File: config.mk
export PLATFORM = sky130hd
export DESIGN_NAME = cva6_l1_tlb_plru
export DESIGN_NICKNAME = d
export VERILOG_FILES = /design/src/rtl/cva6_l1_tlb_plru.sv
export SDC_FILE = /design/constraint.sdc
export NUM_CORES = 2
export LEC_CHECK = 0
export ABC_AREA = 1
export BUFFER_PORTS_ARGS = -buffer_cell sky130_fd_sc_hd__buf_2
export CORE_UTILIZATION = 43
export CTS_CLUSTER_DIAMETER = 100
export DETAILED_ROUTE_END_ITERATION = 8
export GPL_ROUTABILITY_DRIVEN = 1
export SETUP_SLACK_MARGIN = 0.05
export SLEW_MARGIN = 25
export SYNTH_ARGS = -nofsm -noshare
export SYNTH_HDL_FRONTEND = slang
export SYNTH_SLANG_ARGS = --single-unit
File: constraint.sdc
create_clock -name clk_i -period 5.7 [get_ports clk_i]
set_clock_uncertainty 0.2 [all_clocks]
set_input_delay 1.14 -clock clk_i [delete_from_list [all_inputs] [get_ports clk_i]]
set_output_delay 1.14 -clock clk_i [all_outputs]
set_load 0.01 [all_outputs]
File: src/rtl/cva6_l1_tlb_plru.sv
// Fully-associative L1 TLB with tree-PLRU replacement and selective flush.
// Optional hit/miss counters are enabled by defining CVA6_TLB_PERF_CNT_EN.
module cva6_l1_tlb_plru #(
  parameter int unsigned TLB_ENTRIES = 16,
  parameter int unsigned ASID_WIDTH  = 16,
  parameter int unsigned LEVELS      = 3,
  parameter int unsigned PPN_WIDTH   = 44
) (
  input  logic                   clk_i,
  input  logic                   rst_ni,
  input  logic                   flush_i,
  input  logic                   flush_asid_en_i,
  input  logic                   flush_vpn_en_i,
  input  logic [ASID_WIDTH-1:0]  flush_asid_i,
  input  logic [9*LEVELS-1:0]    flush_vpn_i,
  input  logic                   update_valid_i,
  input  logic [9*LEVELS-1:0]    update_vpn_i,
  input  logic [ASID_WIDTH-1:0]  update_asid_i,
  input  logic [1:0]             update_level_i,
  input  logic [PPN_WIDTH-1:0]   update_ppn_i,
  input  logic [7:0]             update_flags_i,
  input  logic                   lu_valid_i,
  input  logic [9*LEVELS-1:0]    lu_vpn_i,
  input  logic [ASID_WIDTH-1:0]  lu_asid_i,
  output logic                   lu_valid_o,
  output logic                   lu_hit_o,
  output logic [PPN_WIDTH-1:0]   lu_ppn_o,
  output logic [7:0]             lu_flags_o,
  output logic [1:0]             lu_level_o
`ifdef CVA6_TLB_PERF_CNT_EN
  ,
  output logic [31:0]            hit_cnt_o,
  output logic [31:0]            miss_cnt_o
`endif
);

  localparam int unsigned VPN_W  = 9 * LEVELS;
  localparam int unsigned IDX_W  = $clog2(TLB_ENTRIES);
  localparam int unsigned TREE_W = TLB_ENTRIES - 1;

  typedef struct packed {
    logic [VPN_W-1:0]      vpn;
    logic [ASID_WIDTH-1:0] asid;
    logic [1:0]            level;
    logic [PPN_WIDTH-1:0]  ppn;
    logic [7:0]            flags;
  } entry_t;

  entry_t                 tag_q [TLB_ENTRIES];
  entry_t                 tag_d [TLB_ENTRIES];
  logic [TLB_ENTRIES-1:0] valid_q, valid_d;
  logic [TREE_W-1:0]      plru_q, plru_d;

  logic                   lu_valid_q, lu_valid_d;
  logic                   lu_hit_q, lu_hit_d;
  logic [PPN_WIDTH-1:0]   lu_ppn_q, lu_ppn_d;
  logic [7:0]             lu_flags_q, lu_flags_d;
  logic [1:0]             lu_level_q, lu_level_d;

  logic [TLB_ENTRIES-1:0] kill;
  logic [TLB_ENTRIES-1:0] valid_fl;
  logic                   hit, hit_eff;
  logic [IDX_W-1:0]       hit_idx;
  logic                   same_found, inv_found;
  logic [IDX_W-1:0]       same_idx, inv_idx, victim, upd_idx;
  logic                   upd_en;
  logic [PPN_WIDTH-1:0]   pmask, vext, ppn_eff;

  // Bits at and above the given page level take part in the tag compare
  function automatic logic [VPN_W-1:0] vmask(input logic [1:0] lvl);
    logic [VPN_W-1:0] m;
    m = '1;
    return m << (9 * lvl);
  endfunction

  // Heap-ordered tree: node n has children 2n+1 (left) and 2n+2 (right)
  function automatic logic [TREE_W-1:0] touch(
    input logic [TREE_W-1:0] t,
    input logic [IDX_W-1:0]  e
  );
    logic [TREE_W-1:0] r;
    logic [IDX_W-1:0]  n;
    r = t;
    n = '0;
    for (int l = 0; l < IDX_W; l++) begin
      r[n] = ~e[IDX_W-1-l];
      n = (n << 1) + IDX_W'(1) + IDX_W'(e[IDX_W-1-l]);
    end
    return r;
  endfunction

  always_comb begin
    victim = '0;
    begin
      logic [IDX_W-1:0] n;
      n = '0;
      for (int l = 0; l < IDX_W; l++) begin
        victim = (victim << 1) | IDX_W'(plru_q[n]);
        n = (n << 1) + IDX_W'(1) + IDX_W'(plru_q[n]);
      end
    end
  end

  always_comb begin
    kill       = '0;
    hit        = 1'b0;
    hit_idx    = '0;
    same_found = 1'b0;
    same_idx   = '0;
    inv_found  = 1'b0;
    inv_idx    = '0;
    for (int i = 0; i < TLB_ENTRIES; i++) begin
      kill[i] = flush_i
        && (!flush_asid_en_i
            || (!tag_q[i].flags[5] && tag_q[i].asid == flush_asid_i))
        && (!flush_vpn_en_i
            || ((tag_q[i].vpn ^ flush_vpn_i)
                & vmask(tag_q[i].level)) == '0);
    end
    valid_fl = valid_q & ~kill;
    for (int i = TLB_ENTRIES - 1; i >= 0; i--) begin
      if (valid_q[i]
          && (tag_q[i].flags[5] || tag_q[i].asid == lu_asid_i)
          && ((tag_q[i].vpn ^ lu_vpn_i)
              & vmask(tag_q[i].level)) == '0) begin
        hit     = 1'b1;
        hit_idx = IDX_W'(i);
      end
      if (valid_fl[i]
          && tag_q[i].asid == update_asid_i
          && tag_q[i].level == update_level_i
          && ((tag_q[i].vpn ^ update_vpn_i)
              & vmask(update_level_i)) == '0) begin
        same_found = 1'b1;
        same_idx   = IDX_W'(i);
      end
      if (!valid_fl[i]) begin
        inv_found = 1'b1;
        inv_idx   = IDX_W'(i);
      end
    end
  end

  assign upd_en  = update_valid_i & update_flags_i[0];
  assign upd_idx = same_found ? same_idx
                 : inv_found  ? inv_idx
                 : victim;
  assign hit_eff = lu_valid_i & hit & ~flush_i;

  always_comb begin
    pmask   = '1;
    pmask   = pmask << (9 * tag_q[hit_idx].level);
    vext    = PPN_WIDTH'(lu_vpn_i);
    ppn_eff = (tag_q[hit_idx].ppn & pmask) | (vext & ~pmask);
  end

  always_comb begin
    valid_d = valid_fl;
    tag_d   = tag_q;
    if (upd_en) begin
      valid_d[upd_idx]       = 1'b1;
      tag_d[upd_idx].vpn     = update_vpn_i;
      tag_d[upd_idx].asid    = update_asid_i;
      tag_d[upd_idx].level   = update_level_i;
      tag_d[upd_idx].ppn     = update_ppn_i;
      tag_d[upd_idx].flags   = update_flags_i;
    end
    plru_d = plru_q;
    if (hit_eff) plru_d = touch(plru_d, hit_idx);
    if (upd_en)  plru_d = touch(plru_d, upd_idx);
  end

  always_comb begin
    lu_valid_d = lu_valid_i;
    lu_hit_d   = lu_hit_q;
    lu_ppn_d   = lu_ppn_q;
    lu_flags_d = lu_flags_q;
    lu_level_d = lu_level_q;
    if (lu_valid_i) begin
      lu_hit_d   = hit_eff;
      lu_ppn_d   = hit_eff ? ppn_eff : '0;
      lu_flags_d = hit_eff ? tag_q[hit_idx].flags : '0;
      lu_level_d = hit_eff ? tag_q[hit_idx].level : '0;
    end
  end

  always_ff @(posedge clk_i or negedge rst_ni) begin
    if (!rst_ni) begin
      valid_q    <= '0;
      plru_q     <= '0;
      lu_valid_q <= 1'b0;
      lu_hit_q   <= 1'b0;
      lu_ppn_q   <= '0;
      lu_flags_q <= '0;
      lu_level_q <= '0;
      for (int i = 0; i < TLB_ENTRIES; i++) tag_q[i] <= '0;
    end else begin
      valid_q    <= valid_d;
      plru_q     <= plru_d;
      lu_valid_q <= lu_valid_d;
      lu_hit_q   <= lu_hit_d;
      lu_ppn_q   <= lu_ppn_d;
      lu_flags_q <= lu_flags_d;
      lu_level_q <= lu_level_d;
      for (int i = 0; i < TLB_ENTRIES; i++) tag_q[i] <= tag_d[i];
    end
  end

  assign lu_valid_o = lu_valid_q;
  assign lu_hit_o   = lu_hit_q;
  assign lu_ppn_o   = lu_ppn_q;
  assign lu_flags_o = lu_flags_q;
  assign lu_level_o = lu_level_q;

`ifdef CVA6_TLB_PERF_CNT_EN
  logic [31:0] hit_cnt_q, hit_cnt_d;
  logic [31:0] miss_cnt_q, miss_cnt_d;
  logic        full_flush;

  assign full_flush = flush_i & ~flush_asid_en_i & ~flush_vpn_en_i;

  always_comb begin
    hit_cnt_d  = hit_cnt_q;
    miss_cnt_d = miss_cnt_q;
    if (full_flush) begin
      hit_cnt_d  = '0;
      miss_cnt_d = '0;
    end else if (lu_valid_i) begin
      if (hit_eff && hit_cnt_q != '1)
        hit_cnt_d = hit_cnt_q + 32'd1;
      if (!hit_eff && miss_cnt_q != '1)
        miss_cnt_d = miss_cnt_q + 32'd1;
    end
  end

  always_ff @(posedge clk_i or negedge rst_ni) begin
    if (!rst_ni) begin
      hit_cnt_q  <= '0;
      miss_cnt_q <= '0;
    end else begin
      hit_cnt_q  <= hit_cnt_d;
      miss_cnt_q <= miss_cnt_d;
    end
  end

  assign hit_cnt_o  = hit_cnt_q;
  assign miss_cnt_o = miss_cnt_q;
`endif

endmodule

==> out/qor.yml <==
logic_synthesis:
  syn_area_mm2: 0.106
  synth_seq_cells: 1639
  synth_edf_count: 0
  yosysUniqueCellTypes: 65
  synthTopCellsByArea: "dfrtp_1 (39%), nand2_1 (18%), xnor2_1 (9.6%)"
  syn_avg_cell_area_um2: 7.25
  ys_seq_area_frac: 0.386
  postSynthCellCount: 14600
  syn_nets: 14900
  ys_async_sr_fraction: 1.00
  yosys.area.top_type: "dfrtp_1"
  synth_top_area_share: 0.386
  synth_warnings: 0
  ys.flop_type: "dfrtp_1"
floorplanning:
  ios: 246
  floorplan.initialDensity: 0.432
  die_area_mm2: 0.249
  core_mm2: 0.246
  dieHeight_um: 499
  die_w_um: 499
  row_count: 182
clocking:
  post_cts_buffers: 0
  cts_resized: 0
  cts_tree: "done"
  root_buffer: "clkbuf_16"
  cts_buffers: 189
  clock_path_buffers: 3
  cts_hold_buf: 0
  worstSkewPairLatency_ns: 0.92
  h-tree-depth: 4
  clkSinkCount: 1639
  path_clk_slew_ns: 0.06
timing:
  timing.fmax_mhz: 184
  finalMaxSlewViolations: 0
  worst_pin_slew_ns: 0.937
  period_minus_slack_ns: 5.44
  relSlewSlack: 0.375
  setup_total_negative_slack_ns: 0
  whs_ns: 0.0230
  setup_viol: 0
  rsz0062_at_grt: "no"
  post-route-period-util: 0.955
  hold_violations: 0
setup_path:
  arrival_ns: 6.04
  slowest_delay_ns: 0.81
  r2r_end: "tag_q[356]"
  slowest_stage: "dfrtp_1"
  critical_path_class: "register to register"
  r2r_start: "tag_q[1023]"
  setup.worst_path.end: "tag_q[356]"
  path_cells: "nand2_1 > inv_1 > a21oi_1 > nor2_1 > nand2_1 > nor2_1 > buf_4 > nand3_1 > buf_4 > nand2_1 > nand2_1 > nand3b_1 > nand2_1 > nor2_1 > nand2_2 > buf_4 > nor4_4 > nand3_2 > nand2_8 > buf_4 > buf_4 > nand4_1 > nand2_1"
  cp-startpoint: "tag_q[1023]"
  ff2ff_setup_slack_ns: 0.26
  crit_fanout: 50
  r2r_cells: 23
  cp.required_ns: 6.29
  crit_top_cell: "nand2_1"
  crit_path_end_kind: "register"
  start_kind: "register"
hold_path:
  hold_class: "input pin to async pin"
route:
  wl_mm: 504
  wl_per_cell_um: 27.7
  via_per_inst: 5.96
  vias: 108000
  drt_iter0_drc: 15100
  drc: 0
  dr.pass1.iters: 6
  postRouteAntennaNets: 0
layout:
  final_common_cell: "nand2_1"
  final_nets: 15000
  layout-drive-gt1-share: 0.114
  utilization: 0.499
  area_growth_pct: 15.3
  fillers: 24600
  layout_common_cells: "nand2_1 (4975), dfrtp_1 (1639), nand3_1 (1413)"
power_and_ir_drop:
  power.density_mw_per_mm2: 319
  vdd_ir_drop_max_uv: 343
  p_leak_nw: 59.4
flow_run:
  cap_violations: 0
status:
  status: "complete, no violations"
global_route:
  grt_first_pass_wirelength_mm: 728
  antenna_found_initial: 35
  grt_start_max_net_pins: 154
  grt_overflow: 0
  grt_pass1_vias: 101000
  grtUsageTotal: 0.396
placed_design:
  gp_congestion: 1.09
  post-dp-hpwl_mm: 353
  port-buffer-count: 245
state kept, by name, indices dropped and copies added, names as in the netlist:
name and count:
plru_q 15, lu_hit_o 1, tag_q 1552, lu_ppn_o 44, lu_valid_o 1, lu_level_o 2, valid_q 16, lu_flags_o 8
per-stage QoR:
| stage | worst slack (ns) | std cells | power [mW] | cell area [µm²] |
|---|---|---|---|---|
| after floorplan | 0.574 | 14600 | 21.3 | 106000 |
| after global placement | 0.0580 | 17800 | 26.1 | 116000 |
| after detailed placement | 0.0356 | 17800 | 26.2 | 116000 |
| after CTS | 0.441 | 18200 | 38.8 | 123000 |
| after global routing | 0.0709 | 18200 | 40.4 | 123000 |
| final | 0.256 | 18200 | 39.1 | 123000 |
how the worst min path moves through the flow:
stage | slack (ns) | endpoint | startpoint
6_report | 0.02 | tag_q[1326] | rst_ni
5_1_grt | 0.04 | tag_q[1326] | rst_ni
4_1_cts | 0.01 | tag_q[1326] | rst_ni
3_5_place_dp | 0.24 | tag_q[1358] | tag_q[1358]
3_3_place_gp | 0.23 | tag_q[194] | tag_q[194]
2_1_floorplan | 0.22 | tag_q[1358] | tag_q[1358]
cell usage after synthesis (6+ instances only):
| cell | number |
|---|---|
| a211oi_1 | 15 |
| a21oi_1 | 512 |
| a221oi_1 | 19 |
| a22o_1 | 7 |
| a31oi_1 | 59 |
| a41o_1 | 19 |
| a41oi_1 | 22 |
| buf_1 | 83 |
| buf_2 | 441 |
| buf_4 | 209 |
| buf_6 | 28 |
| clkbuf_1 | 510 |
| clkinv_1 | 9 |
| dfrtp_1 | 1639 |
| ha_1 | 14 |
| inv_1 | 602 |
| inv_2 | 36 |
| nand2_1 | 4979 |
| nand2_2 | 13 |
| nand3_1 | 1415 |
| nand3_2 | 8 |
| nand3_4 | 10 |
| nand3b_1 | 15 |
| nand4_1 | 903 |
| nor2_1 | 855 |
| nor2_4 | 6 |
| nor3_1 | 98 |
| nor4_1 | 70 |
| o2111ai_1 | 27 |
| o211ai_1 | 28 |
| o21ai_0 | 135 |
| o21ai_1 | 23 |
| o21bai_1 | 19 |
| o221ai_1 | 13 |
| o22ai_1 | 227 |
| o31ai_1 | 10 |
| or2_0 | 9 |
| or2_1 | 7 |
| or2_2 | 66 |
| xnor2_1 | 1164 |
| xor2_1 | 283 |
logic make-up (layout without fill, tap and decap cells):
kind of cell	count (synthesis)	after routing	synth area share
compound gates	1152	1152	0.0639
xor+xnor	1447	1447	0.119
fa+ha+maj	14	14	0.00165
buf+inv	1923	2225	0.0828
flops	1639	1639	0.386
mux	4	4	0.000377
other cells	0	10	0
simple gates	8468	8468	0.346
area by class of cell:
| type | instances | area [µm²] | area share |
|---|---|---|---|
| diodes | 10 | 25.0 | 0.000204 |
| clock buffers | 271 | 5450 | 0.0445 |
| clock inverters | 61 | 912 | 0.00744 |
| inverters | 650 | 2480 | 0.0202 |
| multi-input cells | 11100 | 56600 | 0.462 |
| flip-flops and latches | 1639 | 41000 | 0.335 |
| well taps | 3220 | 4030 | 0.0329 |
| repair buffers | 1243 | 12100 | 0.0984 |
layer usage:
layer / track usage / vias to the layer above / share of wire
met5: 0 / - / 0.00061
met4: 0.216 / 44 / 0.062
met3: 0.0850 / 1126 / 0.11
met2: 0.576 / 6231 / 0.42
met1: 0.545 / 52900 / 0.41
li1: - / 48000 / -
worst max-delay path: cells and delay by family (launching register included):
kind,cells,cell delay [ns]
AND/OR/NAND/NOR,16,2.54
buffers and inverters,6,1.63
flip-flops,1,0.81
AO/OA/AOI/OAI,1,0.07
report_power, final:
| group | internal [mW] | switching [mW] | leakage (nW) |
|---|---|---|---|
| Combinational | 4.09 | 7.74 | 34.0 |
| Sequential | 12.9 | 1.69 | 22.3 |
| Clock | 7.18 | 5.52 | 3.09 |
| Total | 24.1 | 14.9 | 59.4 |
No activity file was read; power rests on OpenSTA's default activity.
